<file path="config.mk">
export PLATFORM = sky130hd
export DESIGN_NAME = fp_adder_arbiter
export DESIGN_NICKNAME = d
export VERILOG_FILES = /design/src/rtl/fp_adder_arbiter.sv
export SDC_FILE = /design/constraint.sdc
export NUM_CORES = 1
export LEC_CHECK = 0
export CAP_MARGIN = 5
export CORE_MARGIN = 2
export CORE_UTILIZATION = 36
export DETAILED_ROUTE_END_ITERATION = 8
export HOLD_SLACK_MARGIN = 0.05
export SLEW_MARGIN = 20
export SYNTH_ARGS = -nofsm -noshare
export SYNTH_HDL_FRONTEND = slang
export SYNTH_HIERARCHICAL = 1
export SYNTH_SLANG_ARGS = --single-unit
</file>
<file path="constraint.sdc">
create_clock -name clk -period 10.7 [get_ports clk]
set_input_delay 1.07 -clock clk [delete_from_list [all_inputs] [get_ports clk]]
set_output_delay 1.07 -clock clk [all_outputs]
set_load 0.05 [all_outputs]
</file>
<file path="src/rtl/fp_adder_arbiter.sv">
// -----------------------------------------------------------------------------
// fp_adder_arbiter
//
// Purpose:
//   Shares one combinational single-precision floating-point adder among
//   N_REQ requesters. A round-robin arbiter grants one pending requester,
//   the granted operand pair is registered, the adder result is captured
//   one cycle later, and the result is presented with the requester index
//   on a single valid/ready response channel.
//
// Ports:
//   clk          system clock, rising edge
//   rst_n        asynchronous active-low reset
//   req_valid    [N_REQ]    requester i has an operand pair pending
//   req_ready    [N_REQ]    one-hot (or zero) accept, combinational in IDLE
//   req_a        [32*N_REQ] operand A, requester i at [32*i +: 32]
//   req_b        [32*N_REQ] operand B, same packing
//   rsp_valid    result held and valid
//   rsp_ready    consumer accepts the result
//   rsp_sum      [32] registered adder Sum
//   rsp_cout     registered adder Cout
//   rsp_overflow registered adder Overflow
//   rsp_id       [ID_W] requester that owns the result
//   busy         high whenever the sequencer is not idle
//
// Also contains floating_point_adder, the combinational datapath:
//   A, B      [32] IEEE-754 single-precision operands
//   Sum       [32] truncated sum (denormals flushed to zero)
//   Cout      carry out of the aligned mantissa addition
//   Overflow  result exponent saturated to infinity
// -----------------------------------------------------------------------------

module floating_point_adder (
   input  logic [31:0] A,
   input  logic [31:0] B,
   output logic [31:0] Sum,
   output logic        Cout,
   output logic        Overflow
);

   logic [31:0]       w_big;
   logic [31:0]       w_small;
   logic [7:0]        w_e_big;
   logic [7:0]        w_e_small;
   logic [7:0]        w_e_diff;
   logic [23:0]       w_m_big;
   logic [23:0]       w_m_small;
   logic [23:0]       w_m_shift;
   logic              w_eff_sub;
   logic [24:0]       w_raw;
   logic [4:0]        w_lz;
   logic signed [9:0] w_exp_n;
   logic [23:0]       w_mant;

   // Leading-zero count of a 24-bit mantissa; 24 when the value is zero.
   function automatic logic [4:0] f_lzc24(input logic [23:0] v);
      logic [4:0] n;
      n = 5'd24;
      for (int i = 0; i < 24; i++) begin
         if (v[i]) begin
            n = 5'(23 - i);
         end else begin
            n = n;
         end
      end
      return n;
   endfunction

   // Align the smaller-magnitude operand, add/subtract, normalise, pack.
   always_comb begin
      // Order by magnitude so the subtraction below never goes negative.
      if (A[30:0] >= B[30:0]) begin
         w_big   = A;
         w_small = B;
      end else begin
         w_big   = B;
         w_small = A;
      end
      w_e_big   = w_big[30:23];
      w_e_small = w_small[30:23];
      // Exponent zero is treated as zero (no denormal support).
      w_m_big   = (w_e_big   != 8'd0) ? {1'b1, w_big[22:0]}   : 24'd0;
      w_m_small = (w_e_small != 8'd0) ? {1'b1, w_small[22:0]} : 24'd0;
      w_e_diff  = w_e_big - w_e_small;
      // Alignment truncates the bits shifted out.
      w_m_shift = (w_e_diff > 8'd23) ? 24'd0 : (w_m_small >> w_e_diff);
      w_eff_sub = w_big[31] ^ w_small[31];
      if (w_eff_sub) begin
         w_raw = {1'b0, w_m_big} - {1'b0, w_m_shift};
      end else begin
         w_raw = {1'b0, w_m_big} + {1'b0, w_m_shift};
      end
      w_lz = f_lzc24(w_raw[23:0]);
      if (w_raw[24]) begin
         w_exp_n = $signed({2'b00, w_e_big}) + 10'sd1;
         w_mant  = w_raw[24:1];
      end else begin
         w_exp_n = $signed({2'b00, w_e_big}) - $signed({5'b00000, w_lz});
         w_mant  = w_raw[23:0] << w_lz;
      end

      Cout     = ~w_eff_sub & w_raw[24];
      Overflow = 1'b0;
      if (w_e_big == 8'hFF) begin
         // Infinity/NaN operand: pass the larger-magnitude operand through.
         Sum = w_big;
      end else if (w_raw == 25'd0) begin
         Sum = 32'd0;
      end else if (w_exp_n >= 10'sd255) begin
         Sum      = {w_big[31], 8'hFF, 23'd0};
         Overflow = 1'b1;
      end else if (w_exp_n <= 10'sd0) begin
         Sum = 32'd0;
      end else begin
         Sum = {w_big[31], w_exp_n[7:0], w_mant[22:0]};
      end
   end

endmodule

module fp_adder_arbiter #(
   parameter int N_REQ = 4,
   parameter int ID_W  = 2
) (
   input  logic                  clk,
   input  logic                  rst_n,
   input  logic [N_REQ-1:0]      req_valid,
   output logic [N_REQ-1:0]      req_ready,
   input  logic [32*N_REQ-1:0]   req_a,
   input  logic [32*N_REQ-1:0]   req_b,
   output logic                  rsp_valid,
   input  logic                  rsp_ready,
   output logic [31:0]           rsp_sum,
   output logic                  rsp_cout,
   output logic                  rsp_overflow,
   output logic [ID_W-1:0]       rsp_id,
   output logic                  busy
);

   typedef enum logic [1:0] {
      ST_IDLE = 2'd0,
      ST_EXEC = 2'd1,
      ST_RESP = 2'd2
   } state_t;

   state_t          r_state;
   state_t          w_state_nxt;
   logic [ID_W-1:0] r_rr_ptr;
   logic [31:0]     r_op_a;
   logic [31:0]     r_op_b;
   logic [31:0]     r_rsp_sum;
   logic            r_rsp_cout;
   logic            r_rsp_ovf;
   logic [ID_W-1:0] r_rsp_id;
   logic            r_rsp_valid;
   logic            r_busy;

   logic            w_grant_vld;
   logic [ID_W-1:0] w_grant_id;
   logic [ID_W-1:0] w_ptr_nxt;
   logic            w_accept;
   logic [31:0]     w_sum;
   logic            w_cout;
   logic            w_ovf;

   // Round-robin search starting at r_rr_ptr, wrapping modulo N_REQ.
   always_comb begin
      logic [ID_W:0] idx;
      w_grant_vld = 1'b0;
      w_grant_id  = '0;
      // Walk from the farthest offset down so the nearest valid one wins.
      for (int off = N_REQ - 1; off >= 0; off--) begin
         idx = {1'b0, r_rr_ptr} + (ID_W+1)'(off);
         if (idx >= (ID_W+1)'(N_REQ)) begin
            idx = idx - (ID_W+1)'(N_REQ);
         end else begin
            idx = idx;
         end
         if (req_valid[idx[ID_W-1:0]]) begin
            w_grant_vld = 1'b1;
            w_grant_id  = idx[ID_W-1:0];
         end else begin
            w_grant_vld = w_grant_vld;
         end
      end
      if (w_grant_id == ID_W'(N_REQ - 1)) begin
         w_ptr_nxt = '0;
      end else begin
         w_ptr_nxt = w_grant_id + ID_W'(1);
      end
   end

   // Next-state and combinational request acceptance.
   always_comb begin
      w_state_nxt = r_state;
      req_ready   = '0;
      w_accept    = 1'b0;
      case (r_state)
         ST_IDLE: begin
            if (w_grant_vld) begin
               w_accept    = 1'b1;
               req_ready   = N_REQ'(1) << w_grant_id;
               w_state_nxt = ST_EXEC;
            end else begin
               w_state_nxt = ST_IDLE;
            end
         end
         ST_EXEC: begin
            w_state_nxt = ST_RESP;
         end
         ST_RESP: begin
            if (rsp_ready) begin
               w_state_nxt = ST_IDLE;
            end else begin
               w_state_nxt = ST_RESP;
            end
         end
         default: begin
            w_state_nxt = ST_IDLE;
         end
      endcase
   end

   // State register plus registered status flags derived from next state.
   always_ff @(posedge clk or negedge rst_n) begin
      if (!rst_n) begin
         r_state     <= ST_IDLE;
         r_rsp_valid <= 1'b0;
         r_busy      <= 1'b0;
      end else begin
         r_state     <= w_state_nxt;
         r_rsp_valid <= (w_state_nxt == ST_RESP);
         r_busy      <= (w_state_nxt != ST_IDLE);
      end
   end

   // Operand capture on a grant, result capture in EXEC only.
   always_ff @(posedge clk or negedge rst_n) begin
      if (!rst_n) begin
         r_rr_ptr   <= '0;
         r_op_a     <= 32'd0;
         r_op_b     <= 32'd0;
         r_rsp_id   <= '0;
         r_rsp_sum  <= 32'd0;
         r_rsp_cout <= 1'b0;
         r_rsp_ovf  <= 1'b0;
      end else begin
         if (w_accept) begin
            r_op_a   <= req_a[{w_grant_id, 5'd0} +: 32];
            r_op_b   <= req_b[{w_grant_id, 5'd0} +: 32];
            r_rsp_id <= w_grant_id;
            r_rr_ptr <= w_ptr_nxt;
         end
         if (r_state == ST_EXEC) begin
            r_rsp_sum  <= w_sum;
            r_rsp_cout <= w_cout;
            r_rsp_ovf  <= w_ovf;
         end
      end
   end

   floating_point_adder u_fpa (
      .A        (r_op_a),
      .B        (r_op_b),
      .Sum      (w_sum),
      .Cout     (w_cout),
      .Overflow (w_ovf)
   );

   assign rsp_valid    = r_rsp_valid;
   assign busy         = r_busy;
   assign rsp_sum      = r_rsp_sum;
   assign rsp_cout     = r_rsp_cout;
   assign rsp_overflow = r_rsp_ovf;
   assign rsp_id       = r_rsp_id;

endmodule

</file>
* Yosys cells after proc, flatten, opt, wreduce, memory -nomap -nowiden
Cells that the tools add are included.
** Operators by class
- $mul :: 0
- Div/mod/pow operators :: 0
- Multiplexer cells :: 67
- $add $sub $neg :: 13
- Eq/ne operators :: 5
- Shift-type cells :: 5
- Bitwise operators :: 3
- Reduce and logical (&&, ||, !) cells :: 5
- $lt $le $gt $ge :: 12
** Operators by type and width (number)
- $shiftx 128x8->32 :: 2
- $mux 32 :: 6
- $mux 5 :: 16
- $mux 24 :: 3
- $mux 4 :: 10
- $ge 31x31->1 :: 1
- $add 24x24->25 :: 1
- $logic_not 25->1 :: 1
- $mux 25 :: 1
- $sub 24x24->25 :: 1
- $shl 24x5->23 :: 1
- $shr 24x8->24 :: 1
- $mux 23 :: 1
- $mux 2 :: 10
- $reduce_bool 8->1 :: 2
- $mux 1 :: 14
- $lt 2x3->1 const B :: 4
- $ge 10x9->1 const B :: 1
- $le 10x1->1 const B :: 1
- $mux 10 :: 1
- $add 8x1->9 const B :: 1
- $ge 3x3->1 const B :: 3
- $sub 8x5->9 :: 1
- $bmux 1 s2 :: 4
- other kinds (17) :: 23
** Storage, ports and cells
- Output and inout port bits :: 42
- Memory bits (writable) :: 0
- Bits of input ports :: 263
- Bits in latches :: 0
- Register bits :: 106
- Memories kept :: 0
- Logic and storage cells :: 120
- Bits in read-only memories :: 0

* Depth between registers and ports, before layout
- Word-level depth :: 39
- Mapped depth :: 53
- Depth with buffers taken out :: 48

* Cells and area by module
The synthesis kept the hierarchy.
** By module, submodules not included
- floating_point_adder :: cells each 1237, times used 1, area an instance 8610.8 µm², sequential area each 0.0 µm²
- fp_adder_arbiter :: cells each 678, times used 1, area an instance 5703.0 µm², sequential area each 2652.5 µm²

* Worst setup path after synthesis
OpenSTA, ideal clock, no wires.
- Path type :: register -> register
- Start :: reg r_op_b[28]
- End :: reg r_rsp_sum[10] (netlist: rsp_sum[10])
- Arrival :: 10.937 ns
- Slack :: -0.362 ns
- Required time :: 10.575 ns
- Path buffers :: 7
- Setup time :: 0.125 ns
- Stages on the path, launching flop included :: 53
- Clock period less this slack :: 11.062 ns
- Cells stage by stage :: dfrtp_1 -> inv_1 -> ha_1 -> buf_2 -> nand4_1 -> and4bb_1 -> o41ai_2 -> a31o_1 -> buf_2 -> a311o_1 -> and2_1 -> ha_1 -> a41o_1 -> or3_1 -> buf_2 -> nand2_2 -> buf_4 -> buf_6 -> [17 not listed] -> o21ai_0 -> nand2_1 -> clkbuf_1 -> ha_1 -> nor2b_1 -> o21ai_0 -> nand2b_1 -> a21o_1 -> a21o_1 -> nor2_1 -> nand2_1 -> xor2_1 -> nand4_1 -> mux2_2 -> a31oi_4 -> buf_4 -> o32ai_1 -> mux2_2
** On the way
- Longest elaborated chain between the ends :: 39
- Elaborated cells between the ends (all ways) :: 52
- Those cells by class :: add/sub (5); order compare (4); eq/ne (1); shift (2); mux (36); bitwise (1); reduce/logical (3)
** Ends and longest elaborated chain
- start: declaration :: line 150 : logic [31:0] r_op_b;
- start signal: assignment :: line 250 : r_op_b <= req_b[{w_grant_id, 5'd0} +: 32];
- branches (longest 38 deep; another with $ge 31x31->1)
- $mux 32 * :: line 104 : if (w_e_big == 8'hFF) begin
- net w_sum[10] :: line 162 : logic [31:0] w_sum;
- end signal: assignment :: line 255 : r_rsp_sum <= w_sum;
- end: declaration :: line 151 : logic [31:0] r_rsp_sum;
Mark *: on every way through the listed nets, which the timed path passes.
A chain may end at the register's enable or synchronous reset.

* Worst setup path in the final report
- Start :: reg r_op_b[28]
- End :: reg r_rsp_sum[2] (netlist: rsp_sum[2])
The elaborated chain is that of the path after synthesis.

==> impl_results.md <==
- Slew HR: between 20% and 30%
- Antenna viol nets, final: 0
- Final setup viols: 0
- Fin cells: between 2,000 and 3,000
- Core Rows: 73
- Number of max-cap violations: 0
- Root Buffer: clkbuf_16
- Critical Path RT: around 11 ns
- Fin. Hold Viols: 0
- WHS: slightly below 0.5 ns
- WL/cell: around 23 um
- Crit start category: register
- Initial antenna violation count: 3
- Main synth FF type: dfrtp_1
- Fin nets: approximately 2,700
- Die H: roughly 200 um
- CTS buffer count: 9
- Pre-CTS setup slack: between 0.15 and 0.2 ns
- Final Max Slew Viols: 0
- Die width: around 200 um
- Share of post-route cells with drive strength above 1: roughly 17%
- Gpl congestion: about 0.94
- Vias in the first global route: about 16,000
- Clk buf depth: 2
- Drc violations: 0
- Hpwl dp: 51,500 um
- Post-layout min period: 10.38 ns
- Synthesized Nets: roughly 2,200
- WP data arrival: around 11 ns
- First-pass GRT wire length: ~95,000 um
- Reg2reg setup slack: approximately 0.32 ns
- Die area: 0.0414 mm^2
- Grt ovf: 0
- Critical Path Sink Type: register
- Sink Count: 106
- Sequential area share after synthesis: a little under a fifth
- Detailed Route WL: 64,300 um
- Largest net degree at the start of global routing: between 100 and 150
- Via density: just under 6
- Initial detailed-routing violation count: approximately 1,300
- Post-synth EDFFs: 0
- CP max-delay cell: mux4_2
- Worst r2r path cells: between 40 and 50
- Avg Inst Size Synth: approximately 7.5 um^2
- Worst Skew: slightly above 0.009 ns
- #FFs+latches synth: approximately 110
- Fillers: just under 4,000
- Setup CP Type: reg -> reg
- Clock Latency Late Sink: about 0.36 ns
- # IOs: ~310
- Register area: 0.00266 mm^2
- FF-to-FF Start: r_op_b[28]$_DFFE_PN0P_
- Syn Inst Count: between 1,500 and 2,000
- Outcome: complete, no violations
- GRT Util Overall: just under 30%
- Setup WS post-layout: between 0.3 and 0.4 ns
- Slowest stage delay, CP: about 0.54 ns
- Port bufs: 304
- Hold Path Class: reg -> reg
- Worst setup endpoint: rsp_sum[2]$_DFFE_PN0P_
- TritonCTS clock tree: yes
- Routed vias: between 15,000 and 20,000
- TritonRoute pass-1 iters: 7
- CTS clk-pin slew, worst paths: ~0.080 ns
- Yosys warns: 6
- Post-synthesis async set-or-reset flop share: 100%
- Worst-Margin Slew: roughly 1.1 ns
- FF-to-FF End: rsp_sum[2]$_DFFE_PN0P_
- Crit-path max FO: 7
- Fmax: ~96 MHz
- Core ar.: 0.0395 mm^2
- Area of the multi-input gates: 0.0113 mm^2
- Initial Utilization: between 30% and 40%
- P&R area growth vs syn: 39.4%
- Yosys cell types: between 90 and 100
- Part of the cycle the worst path needs: a little over nine tenths
- Final Util: between 50% and 60%
- H-tree depth: 3
- Synth Cell Area: 0.0143 mm^2
- Placed Cells: 2,792
- CP startpoint: r_op_b[28]$_DFFE_PN0P_
-- critical path, delay by kind of cell (launching register included) --
family          cells  cell delay [ns]
xor+xnor            3             0.54
buf+inv             6             0.84
simple gates       12             2.57
flops               1             0.39
mux                 4             1.43
compound gates     15             2.99
fa+ha+maj           6             1.47
-- area by class of cell --
type / instances / area share, %
Multi-Input combinational cell: 1618 / 56.5
Timing Repair Buffer: 515 / 23.9
Sequential cell: 106 / 13.3
Tap cell: 525 / 3.29
Inverter: 69 / 1.30
Clock buffer: 10 / 1.20
Clock inverter: 6 / 0.489
Antenna cell: 1 / 0.0125
-- worst min-delay path by stage --
stage | from | endpoint | slack, ns | cells after the start
3_3_place_gp | rsp_id[1]$_DFFE_PN0P_ | rsp_id[1]$_DFFE_PN0P_ | 0.47 | 2
4_1_cts | rsp_id[1]$_DFFE_PN0P_ | rsp_id[1]$_DFFE_PN0P_ | 0.49 | 2
6_report | rsp_id[1]$_DFFE_PN0P_ | rsp_id[1]$_DFFE_PN0P_ | 0.49 | 2
3_5_place_dp | rsp_id[1]$_DFFE_PN0P_ | rsp_id[1]$_DFFE_PN0P_ | 0.47 | 2
2_1_floorplan | r_op_b[29]$_DFFE_PN0P_ | r_op_b[29]$_DFFE_PN0P_ | 0.48 | 1
5_1_grt | rsp_id[1]$_DFFE_PN0P_ | rsp_id[1]$_DFFE_PN0P_ | 0.52 | 2
-- per-stage QoR --
stage / area [um^2] / setup TNS (ns)
after floorplan: 14400 / 0
after global placement: 18900 / 0
after detailed placement: 18900 / 0
after CTS: 19200 / 0
after global routing: 20000 / -0.230
final: 20000 / 0
-- layer usage --
layer	part of all wire, %	vias to the layer above	track usage, %
met5	0.012	-	0
met2	47	678	50.0
met1	43	8140	38.9
li1	-	7841	-
met4	3.2	2	9.31
met3	6.8	91	4.76
-- state kept, by name, summed over array words and instances (netlist names) --
register,cells
r_op_a,32
r_op_b,32
rsp_sum,32
r_rr_ptr,2
r_state,2
rsp_id,2
busy,1
rsp_cout,1
rsp_overflow,1
rsp_valid,1
-- kinds of logic (layout without fill, tap and decap cells) --
kind of cell | Yosys count | in the layout | synth area share (%)
simple gates | 699 | 699 | 21.9
compound gates | 583 | 583 | 27.8
mux | 217 | 217 | 16.7
buf+inv | 191 | 600 | 5.86
flops | 106 | 106 | 18.5
fa+ha+maj | 68 | 68 | 6.05
xor+xnor | 51 | 51 | 3.17
other cells | 0 | 1 | 0
-- layout by cell type (no fill, tap or decap), types with 24 or more instances in the layout --
| cell | instances |
|---|---|
| a21oi_1 | 205 |
| inv_1 | 62 |
| a211o_1 | 72 |
| mux2_2 | 49 |
| nor2_1 | 116 |
| dfrtp_1 | 99 |
| buf_4 | 201 |
| nand3_1 | 28 |
| xnor2_1 | 24 |
| mux2i_1 | 149 |
| ha_1 | 60 |
| nand4_1 | 24 |
| o21ai_0 | 64 |
| clkdlybuf4s50_1 | 303 |
| nand2_1 | 380 |
-- synthesized netlist by cell type (15+ instances only) --
master | instances | area [um^2]
buf_2 | 49 | 245
o21ai_0 | 69 | 345
nand4_1 | 24 | 150
nand3_1 | 29 | 145
xnor2_1 | 25 | 219
o211ai_1 | 23 | 173
a21oi_1 | 208 | 1040
a31oi_1 | 21 | 131
a21o_1 | 15 | 113
xor2_1 | 25 | 219
ha_1 | 66 | 826
nand2_1 | 382 | 1430
nor3_1 | 20 | 100
clkbuf_1 | 54 | 203
dfrtp_1 | 106 | 2650
nand2b_1 | 18 | 113
nor2b_1 | 18 | 113
a211o_1 | 72 | 631
mux2i_1 | 156 | 1560
nor2_1 | 122 | 458
inv_1 | 64 | 240
mux2_2 | 49 | 552
o32ai_1 | 24 | 210
-- what timing repair did --
action / in CTS / in global routing
buffers inserted: 0 / 38
gates resized for setup: 0 / 80
endpoints found under the setup margin: 0 / 33
hold buffers: 0 / 0
Power is not shown: default switching activity piles up to over one toggle a cycle in this logic, so the estimate is an artifact.
